File: config.mk
export PLATFORM = sky130hd
export DESIGN_NAME = csa_seq_ctrl
export DESIGN_NICKNAME = d
export VERILOG_FILES = /design/src/rtl/csa_seq_ctrl.sv
export SDC_FILE = /design/constraint.sdc
export NUM_CORES = 1
export LEC_CHECK = 0
export CAP_MARGIN = 20
export CORE_MARGIN = 5
export CORE_UTILIZATION = 50
export CTS_CLUSTER_DIAMETER = 100
export DETAILED_ROUTE_END_ITERATION = 6
export PLACE_DENSITY = 0.85
export SLEW_MARGIN = 20
export SYNTH_ARGS = -nofsm -noshare
export SYNTH_HDL_FRONTEND = slang
export SYNTH_HIERARCHICAL = 1
export SYNTH_SLANG_ARGS = --single-unit
File: constraint.sdc
create_clock -name clk -period 3.9 [get_ports clk]
set_input_delay 0.78 -clock clk [delete_from_list [all_inputs] [get_ports clk]]
set_output_delay 0.78 -clock clk [all_outputs]
set_load 0.02 [all_outputs]
File: src/rtl/csa_seq_ctrl.sv
`default_nettype none
// ============================================================================
// Module   : csa_seq_ctrl (with helper slice csa_4)
// Purpose  : Nibble-serial W-bit adder. One 4-bit carry-select slice (csa_4)
//            is time-shared across the operand, LSB nibble first, one nibble
//            per clock. A three-state controller (IDLE/RUN/DONE) handles the
//            operand handshake and holds the result until it is consumed.
// Revision : 1.0  initial release
// ----------------------------------------------------------------------------
// Ports (csa_seq_ctrl), W = 4*NIB:
//   clk        in   1  clock, rising-edge active
//   rst        in   1  asynchronous active-high reset
//   in_valid   in   1  operand request valid
//   in_ready   out  1  controller idle, request will be taken
//   a, b       in   W  operands
//   c_in       in   1  carry into nibble 0
//   out_valid  out  1  result valid (DONE)
//   out_ready  in   1  consumer takes the result
//   sum        out  W  (a + b + c_in) mod 2^W
//   c_out      out  1  carry out of the top nibble
//   ovf        out  1  two's-complement overflow
//   busy       out  1  operation in progress or result pending
// ============================================================================
module csa_seq_ctrl #(
  parameter int NIB = 4                       // nibbles per operand, 1..16
) (
  input  logic             clk,
  input  logic             rst,
  input  logic             in_valid,
  output logic             in_ready,
  input  logic [4*NIB-1:0] a,
  input  logic [4*NIB-1:0] b,
  input  logic             c_in,
  output logic             out_valid,
  input  logic             out_ready,
  output logic [4*NIB-1:0] sum,
  output logic             c_out,
  output logic             ovf,
  output logic             busy
);

  localparam int W  = 4 * NIB;
  // Wide enough to hold NIB, so the terminal compare never aliases.
  localparam int IW = (NIB < 2) ? 1 : $clog2(NIB + 1);
  localparam logic [IW-1:0] LAST_IDX = IW'(NIB - 1);

  typedef enum logic [1:0] {
    S_IDLE = 2'd0,
    S_RUN  = 2'd1,
    S_DONE = 2'd2
  } state_t;

  state_t          state_q;
  logic [W-1:0]    a_q;
  logic [W-1:0]    b_q;
  logic [W-1:0]    sum_q;
  logic [W-1:0]    sum_d;
  logic            carry_q;
  logic [IW-1:0]   idx_q;
  logic            c_out_q;
  logic            ovf_q;
  logic            ovf_d;
  logic            in_ready_q;
  logic            out_valid_q;
  logic            busy_q;

  logic [3:0]      w_a_nib;
  logic [3:0]      w_b_nib;
  logic [3:0]      w_slice_sum;
  logic            w_slice_cout;

  // Operand nibble select. A compare-per-nibble mux keeps every index
  // in range even when NIB is not a power of two.
  always_comb begin
    w_a_nib = 4'h0;
    w_b_nib = 4'h0;
    for (int n = 0; n < NIB; n++) begin
      if (idx_q == IW'(n)) begin
        w_a_nib = a_q[n*4 +: 4];
        w_b_nib = b_q[n*4 +: 4];
      end
    end
  end

  csa_4 u_slice (
    .a_i   (w_a_nib),
    .b_i   (w_b_nib),
    .c_i   (carry_q),
    .sum_o (w_slice_sum),
    .c_o   (w_slice_cout)
  );

  // Sum register with the current nibble replaced by the slice result.
  // Kept in a separate block from the operand mux so the slice path is not
  // seen as a loop through one process.
  always_comb begin
    sum_d = sum_q;
    for (int n = 0; n < NIB; n++) begin
      if (idx_q == IW'(n)) begin
        sum_d[n*4 +: 4] = w_slice_sum;
      end
    end
  end

  // Overflow uses the MSB of the completed sum, valid on the final RUN edge.
  assign ovf_d = (a_q[W-1] == b_q[W-1]) && (sum_d[W-1] != a_q[W-1]);

  always_ff @(posedge clk or posedge rst) begin
    if (rst) begin
      state_q     <= S_IDLE;
      a_q         <= '0;
      b_q         <= '0;
      sum_q       <= '0;
      carry_q     <= 1'b0;
      idx_q       <= '0;
      c_out_q     <= 1'b0;
      ovf_q       <= 1'b0;
      in_ready_q  <= 1'b1;
      out_valid_q <= 1'b0;
      busy_q      <= 1'b0;
    end else begin
      case (state_q)
        S_IDLE: begin
          if (in_valid) begin
            a_q         <= a;
            b_q         <= b;
            sum_q       <= '0;
            idx_q       <= '0;
            carry_q     <= c_in;
            c_out_q     <= 1'b0;
            ovf_q       <= 1'b0;
            state_q     <= S_RUN;
            in_ready_q  <= 1'b0;
            busy_q      <= 1'b1;
          end
        end

        S_RUN: begin
          sum_q   <= sum_d;
          carry_q <= w_slice_cout;
          if (idx_q == LAST_IDX) begin
            // idx stays on the last nibble rather than stepping past it.
            c_out_q     <= w_slice_cout;
            ovf_q       <= ovf_d;
            state_q     <= S_DONE;
            out_valid_q <= 1'b1;
          end else begin
            idx_q <= idx_q + 1'b1;
          end
        end

        S_DONE: begin
          if (out_ready) begin
            state_q     <= S_IDLE;
            out_valid_q <= 1'b0;
            busy_q      <= 1'b0;
            in_ready_q  <= 1'b1;
          end
        end

        default: begin
          state_q     <= S_IDLE;
          out_valid_q <= 1'b0;
          busy_q      <= 1'b0;
          in_ready_q  <= 1'b1;
        end
      endcase
    end
  end

  assign in_ready  = in_ready_q;
  assign out_valid = out_valid_q;
  assign busy      = busy_q;
  assign sum       = sum_q;
  assign c_out     = c_out_q;
  assign ovf       = ovf_q;

endmodule

// ============================================================================
// Module   : csa_4
// Purpose  : 4-bit carry-select adder slice. The low 2-bit pair ripples from
//            c_i; the high pair is computed speculatively for carry 0 and 1
//            and the low-pair carry picks the result.
// Revision : 1.0  initial release
// ----------------------------------------------------------------------------
// Ports:
//   a_i, b_i  in   4  addends
//   c_i       in   1  carry in
//   sum_o     out  4  a_i + b_i + c_i (low 4 bits)
//   c_o       out  1  carry out
// ============================================================================
module csa_4 (
  input  logic [3:0] a_i,
  input  logic [3:0] b_i,
  input  logic       c_i,
  output logic [3:0] sum_o,
  output logic       c_o
);

  logic [2:0] w_lo;
  logic [2:0] w_hi [2];

  assign w_lo = {1'b0, a_i[1:0]} + {1'b0, b_i[1:0]} + {2'b00, c_i};

  // Speculative upper pair: entry k assumes carry-in k.
  for (genvar k = 0; k < 2; k++) begin : g_spec
    assign w_hi[k] = {1'b0, a_i[3:2]} + {1'b0, b_i[3:2]} + 3'(k);
  end

  assign sum_o = {(w_lo[2] ? w_hi[1][1:0] : w_hi[0][1:0]), w_lo[1:0]};
  assign c_o   = w_lo[2] ? w_hi[1][2] : w_hi[0][2];

endmodule
`default_nettype wire

* Word-level counts from Yosys, hierarchy flattened *
Index checks and enable logic that the tools add are counted.

storage, ports and cells
  bits in registers = 59
  input port bits = 37
  word-level logic and storage cells = 87

operators by class
  add/sub/neg operators = 5
  eq/ne operators = 14
  multiplexer cells = 37
  bitwise gates (word level) = 2
  reductions and logical operators = 14

operators by type and width
  operator               count
  $mux W4                12
  $pmux W16 S2           1
  $reduce_and A3 Y1      8
  $mux W16               1
  $ne A2 B2 Y1 const B   7
  $mux W1                9
  $pmux W1 S3            3
  $mux W2                4
  $add A2 B2 Y3          2
  $add A3 B1 Y3 const B  2
  $eq A3 B2 Y1 const B   2
  $mux W3                2
  $pmux W1 S2            3
  $pmux W2 S3            1
  $pmux W3 S2            1
  $reduce_and A2 Y1      2
  $add A3 B1 Y3          1
  $eq A3 B1 Y1 const B   1
  $logic_not A3 Y1       1
  $eq A2 B1 Y1 const B   1
  $eq A2 B2 Y1 const B   1
  $logic_not A2 Y1       1
  $not A1 Y1             2
  $reduce_bool A2 Y1     1
  other kinds (3)        3

* Longest topological paths before layout *
  depth after elaboration = 13
  depth in mapped cells = 16
  gate-level depth less buffers = 15

* By module *
The synthesis kept the hierarchy.

by module, submodules not included
  module        instances  cells an instance  area each (um^2)
  csa_seq_ctrl  1          216                2661.3
  csa_4         1          19                 151.4

* Worst setup path after synthesis *
Ideal clock, no wire load.

  kind = reg-to-reg
  from = reg idx_q[0]
  to = reg sum_q[15], in the netlist sum[15]
  setup time = 121 ps
  arrival = 3016 ps
  data required time = 3779 ps
  path slack = 763 ps
  stages on the path, launching flop included = 16
  buffers on the path = 1
  clock period less this slack = 3137 ps
  path through = dfrtp_1 ha_1 ha_1 buf_2 nor2_1 o21ai_0 o21ai_0 ha_1 inv_1 fa_1 inv_1 ha_1 nand2_1 o21ai_0 a22o_1 a22o_1

between the ends
  cells in the longest elaborated chain, start to end = 10
  elaborated cells between the ends (all ways) = 19
  those cells by class = 4 x add/sub; 3 x eq/ne; 11 x mux; 1 x reduce/logical

ends and longest elaborated chain
  element                   RTL line  source
  from (decl)               59        logic [IW-1:0] idx_q;
  from (signal assigned)    148       idx_q <= idx_q + 1'b1;
  $logic_not A3 Y1          78        if (idx_q == IW'(n)) begin
  $mux W4 (3 in series)     78
  $mux W4 *                 78
  named net w_a_nib[2]      67        logic [3:0] w_a_nib;
  $add A2 B2 Y3 *           208       assign w_hi[k] = {1'b0, a_i[3:2]} + {1'b0, b_i[3:2]} + 3'(k);
  $add A3 B1 Y3             208
  $mux W2 *                 211       assign sum_o = {(w_lo[2] ? w_hi[1][1:0] : w_hi[0][1:0]), w_lo[1:0]};
  named net w_slice_sum[3]  69        logic [3:0] w_slice_sum;
  $mux W4 *                 99        if (idx_q == IW'(n)) begin
  $pmux W16 S2 *            122       case (state_q)
  to (signal assigned)      139       sum_q <= sum_d;
  to (decl)                 56        logic [W-1:0] sum_q;

The timed path passes the listed nets; every way through them passes the cells marked *. The select of a mux whose other input is x is not followed.
A chain may end at the register's enable or synchronous reset.

* Final worst setup path *
  from = reg idx_q[1]
  to = reg sum_q[15], in the netlist sum[15]

between the ends
  cells in the longest elaborated chain, start to end = 10
  elaborated cells between the ends (all ways) = 19
  those cells by class = 4 x add/sub; 3 x eq/ne; 11 x mux; 1 x reduce/logical

ends and longest elaborated chain
  element                   RTL line  source
  $logic_not A3 Y1          78
  $mux W4 (3 in series)     78
  $mux W4 *                 78
  named net w_b_nib[2]      68        logic [3:0] w_b_nib;
  $add A2 B2 Y3 *           208
  $add A3 B1 Y3             208
  $mux W2 *                 211
  named net w_slice_sum[3]  69
  $mux W4 *                 99
  $pmux W16 S2 *            122

Marks and branches as above.

==> impl_metrics.py <==
metrics = {
    "routing": {
        "wl_um": 5855,
        "drc_errors": 0,
        "vias": 2040,
        "dr.first_iter.drc_count": 116,
        "first_pass_iters": 5,
        "wl_per_cell_um": 15.74,
        "vias_per_cell": 5.484,
        "ant_nets": 0,
    },
    "floorplanning": {
        "die_area_um2": 7225,
        "fp.dieH_um": 85,
        "fp.dieW_um": 85,
        "initial_core_util_pct": 51.39,
        "core_um2": 5473,
        "rows": 27,
        "ioPinCount": 58,
    },
    "finish": {
        "final_common_cell": "dfrtp_1",
        "mostFrequentLayoutCells": "dfrtp_1 (58), clkdlybuf4s50_1 (57), mux2_2 (32), o21ai_0 (23), a22o_1 (20)",
        "diodes": 0,
        "fin_cells": 372,
        "fin_nets": 343,
        "drive_gt1_share_pct": 19.33,
        "area_growth_pct": 29.49,
    },
    "clock_network": {
        "cts_resized": 0,
        "ctsHtreeMaxLevel": 3,
        "clkTransAtPathRegs_ns": 0.06,
        "cts_tree": "done",
        "cts_buffers": 9,
        "cts_hold_buf": 0,
        "post-cts-setup-buffers": 0,
        "cts_sinks": 59,
        "clock_latency_ns": 0.34,
        "root_buffer": "clkbuf_8",
        "ctsLongestPathBuffers": 2,
    },
    "placed_design": {
        "hpwlAfterDp_um": 4393,
        "dp_cells": 357,
        "place_congestion": 0.9040,
        "port_buffers": 57,
    },
    "timing": {
        "hold_viol_final": 0,
        "fin_crit_ns": 3.482,
        "rsz0062_at_grt": "no",
        "finalCritPeriodShare_pct": 89.28,
        "fin_tns_setup_ns": 0,
        "slew-limit-headroom_pct": 50.95,
        "fin_skew_ns": 0.008770,
        "holdWs_ns": 0.4957,
        "clock.fmax_mhz": 287.2,
        "setup_viol": 0,
        "slew_viol_final": 0,
        "tightestPinTransition_ns": 0.7347,
    },
    "logic_synthesis": {
        "muxShareOfSynthArea_pct": 13.17,
        "yosysWarnings": 6,
        "ys_seq_area_share_pct": 52.54,
        "synth_top_family_by_area": "compound AO/OA/AOI/OAI gates",
        "syn_inst": 235,
        "yosys.area_share.xor_xnor_pct": 0.6228,
        "syn_area_um2": 2813,
        "syn_nets": 282,
        "synthDistinctLibCells": 31,
        "yosys.area_share.simple_pct": 7.963,
        "synth.avg_cell_area_um2": 11.97,
        "synth_compound_gate_area_share_pct": 15.44,
        "synthAdderAreaFrac_pct": 5.249,
        "ys_seq_elements": 59,
    },
    "worst_setup_path": {
        "startpoint": "idx_q[1]",
        "ff2ff_path_depth": 14,
        "crit_path_max_incr_delay_ns": 0.50,
        "path_class": "reg2reg",
        "r2r_start": "idx_q[1]",
        "r2r_slack_ns": 0.42,
        "cp_max_fo": 13,
        "end_kind": "register",
        "critPathLaunchType": "register",
        "crit_arrival_ns": 3.70,
        "critPathCapture": "sum[15]",
        "cp.required_ns": 4.12,
        "slowest_stage": "fa_1",
        "cp_cell_sequence": "inv_1 -> ha_1 -> nor2b_1 -> a221oi_1 -> o21ai_0 -> ha_1 -> inv_1 -> fa_1 -> inv_1 -> ha_1 -> nand2_1 -> o21ai_0 -> a22o_1 -> a22o_1",
        "timing.rr.end": "sum[15]",
    },
    "global_routing": {
        "grt.overflow.total": 0,
        "grt_usage_pct": 17.88,
        "grt_first_pass_wirelength_um": 10180,
        "grt_pass1_vias": 2058,
        "grt_max_degree": 38,
        "antenna_found_initial": 0,
    },
    "min_path": {
        "worst_hold_path_type": "reg2reg",
    },
    "power": {
        "power.total_mw": 3.300,
        "leakage_nw": 1.572,
        "pwr_density_cell_nw_per_um2": 906.2,
        "peakVddDrop_uv": 498.2,
    },
    "flow_run": {
        "drv_cap": 0,
    },
    "outcome": {
        "status": "completed",
    },
}
power breakdown:
part	switching, mW	total [mW]	leakage [nW]	internal (mW)
clock network	0.227	0.588	0.109	0.362
logic	0.831	1.60	0.740	0.771
registers	0.214	1.11	0.723	0.897
stage by stage:
step	cell area, um2	utilization [%]	setup slack, ns
final	3642	66.55	0.4182
after global routing	3642	66.55	0.1161
after CTS	3642	66.55	0.4705
after detailed placement	3430	62.67	0.4815
after global placement	3430	62.67	0.6848
after floorplan	2813	-	0.7626
synth_stat cells:
master    count  area share (%)
fa_1          3             2.1
and4bb_2      3             1.3
o21bai_1      1            0.27
buf_2         2            0.36
buf_6         4             1.6
a21oi_1       6             1.1
o21a_1        1            0.27
dfrtp_1      58              52
nor2_1        8             1.1
ha_1          7             3.1
nand2_2       1            0.22
nor3b_4       1            0.67
nand2b_1      1            0.22
o22ai_1       2            0.44
dfstp_2       1            0.93
a31o_2        1            0.31
mux2i_1       1            0.36
nand3_1       1            0.18
buf_1         1            0.13
o21ai_0      23             4.1
mux2_2       32              13
nor3_1        2            0.36
a22o_1       20             6.2
and3b_1       2            0.62
xor2_1        2            0.62
a221oi_1      8             2.5
nand2_1      13             1.7
inv_1        18             2.4
clkbuf_1      4            0.53
a22oi_1       1            0.27
nor2b_1       7             1.6
worst max-delay path: cells and delay by family, from the launching register on:
kind	cells	cell delay (ns)
AND/OR/NAND/NOR	2	0.45
buffers and inverters	3	0.18
adder cells (fa/ha/maj)	4	1.28
AO/OA/AOI/OAI	5	1.02
flip-flops	1	0.41
final cells by class:
| cell class | instances | area [um2] |
|---|---|---|
| Clock buffer | 14 | 182.7 |
| Clock inverter | 1 | 30.03 |
| Fill cell | 430 | 1831 |
| Inverter | 18 | 67.56 |
| Multi-Input combinational cell | 147 | 1194 |
| Sequential cell | 59 | 1478 |
| Tap cell | 72 | 90.09 |
| Timing Repair Buffer | 61 | 600.6 |
how the worst min path moves through the flow:
stage                     cells past startpoint  slack [ns]  endpoint    start
after floorplan                               1        0.47    a_q[0]   a_q[0]
after global placement                        1        0.49   sum[13]  sum[13]
after detailed placement                      1        0.49   sum[12]  sum[12]
after CTS                                     1        0.50   sum[12]  sum[12]
after global routing                          1        0.52    sum[2]   sum[2]
final                                         1        0.50   sum[12]  sum[12]
registers in the layout, indices dropped and copies added, names as in the netlist:
register   flops
idx_q          3
a_q           16
c_out          1
b_q           16
ovf            1
out_valid      1
in_ready       1
busy           1
sum           16
state_q        2
carry_q        1
routing by layer:
metal | vias up | share of wire, % | routed length [um] | global-route usage, %
met4 | 0 | 1.8 | 105 | 7.914
met1 | 986 | 42 | 2475 | 22.85
li1 | 970 | - | - | -
met3 | 9 | 7.7 | 452 | 6.019
met2 | 75 | 48 | 2821 | 27.61
met5 | - | 0 | 0 | 0
logic make-up after synthesis:
| family | count (synthesis) |
|---|---|
| XOR/XNOR | 2 |
| buffers and inverters | 29 |
| adder cells (fa/ha/maj) | 10 |
| AND/OR/NAND/NOR | 39 |
| AO/OA/AOI/OAI | 63 |
| flip-flops | 59 |
| multiplexers | 33 |
Power figures use the tool's default switching activity.
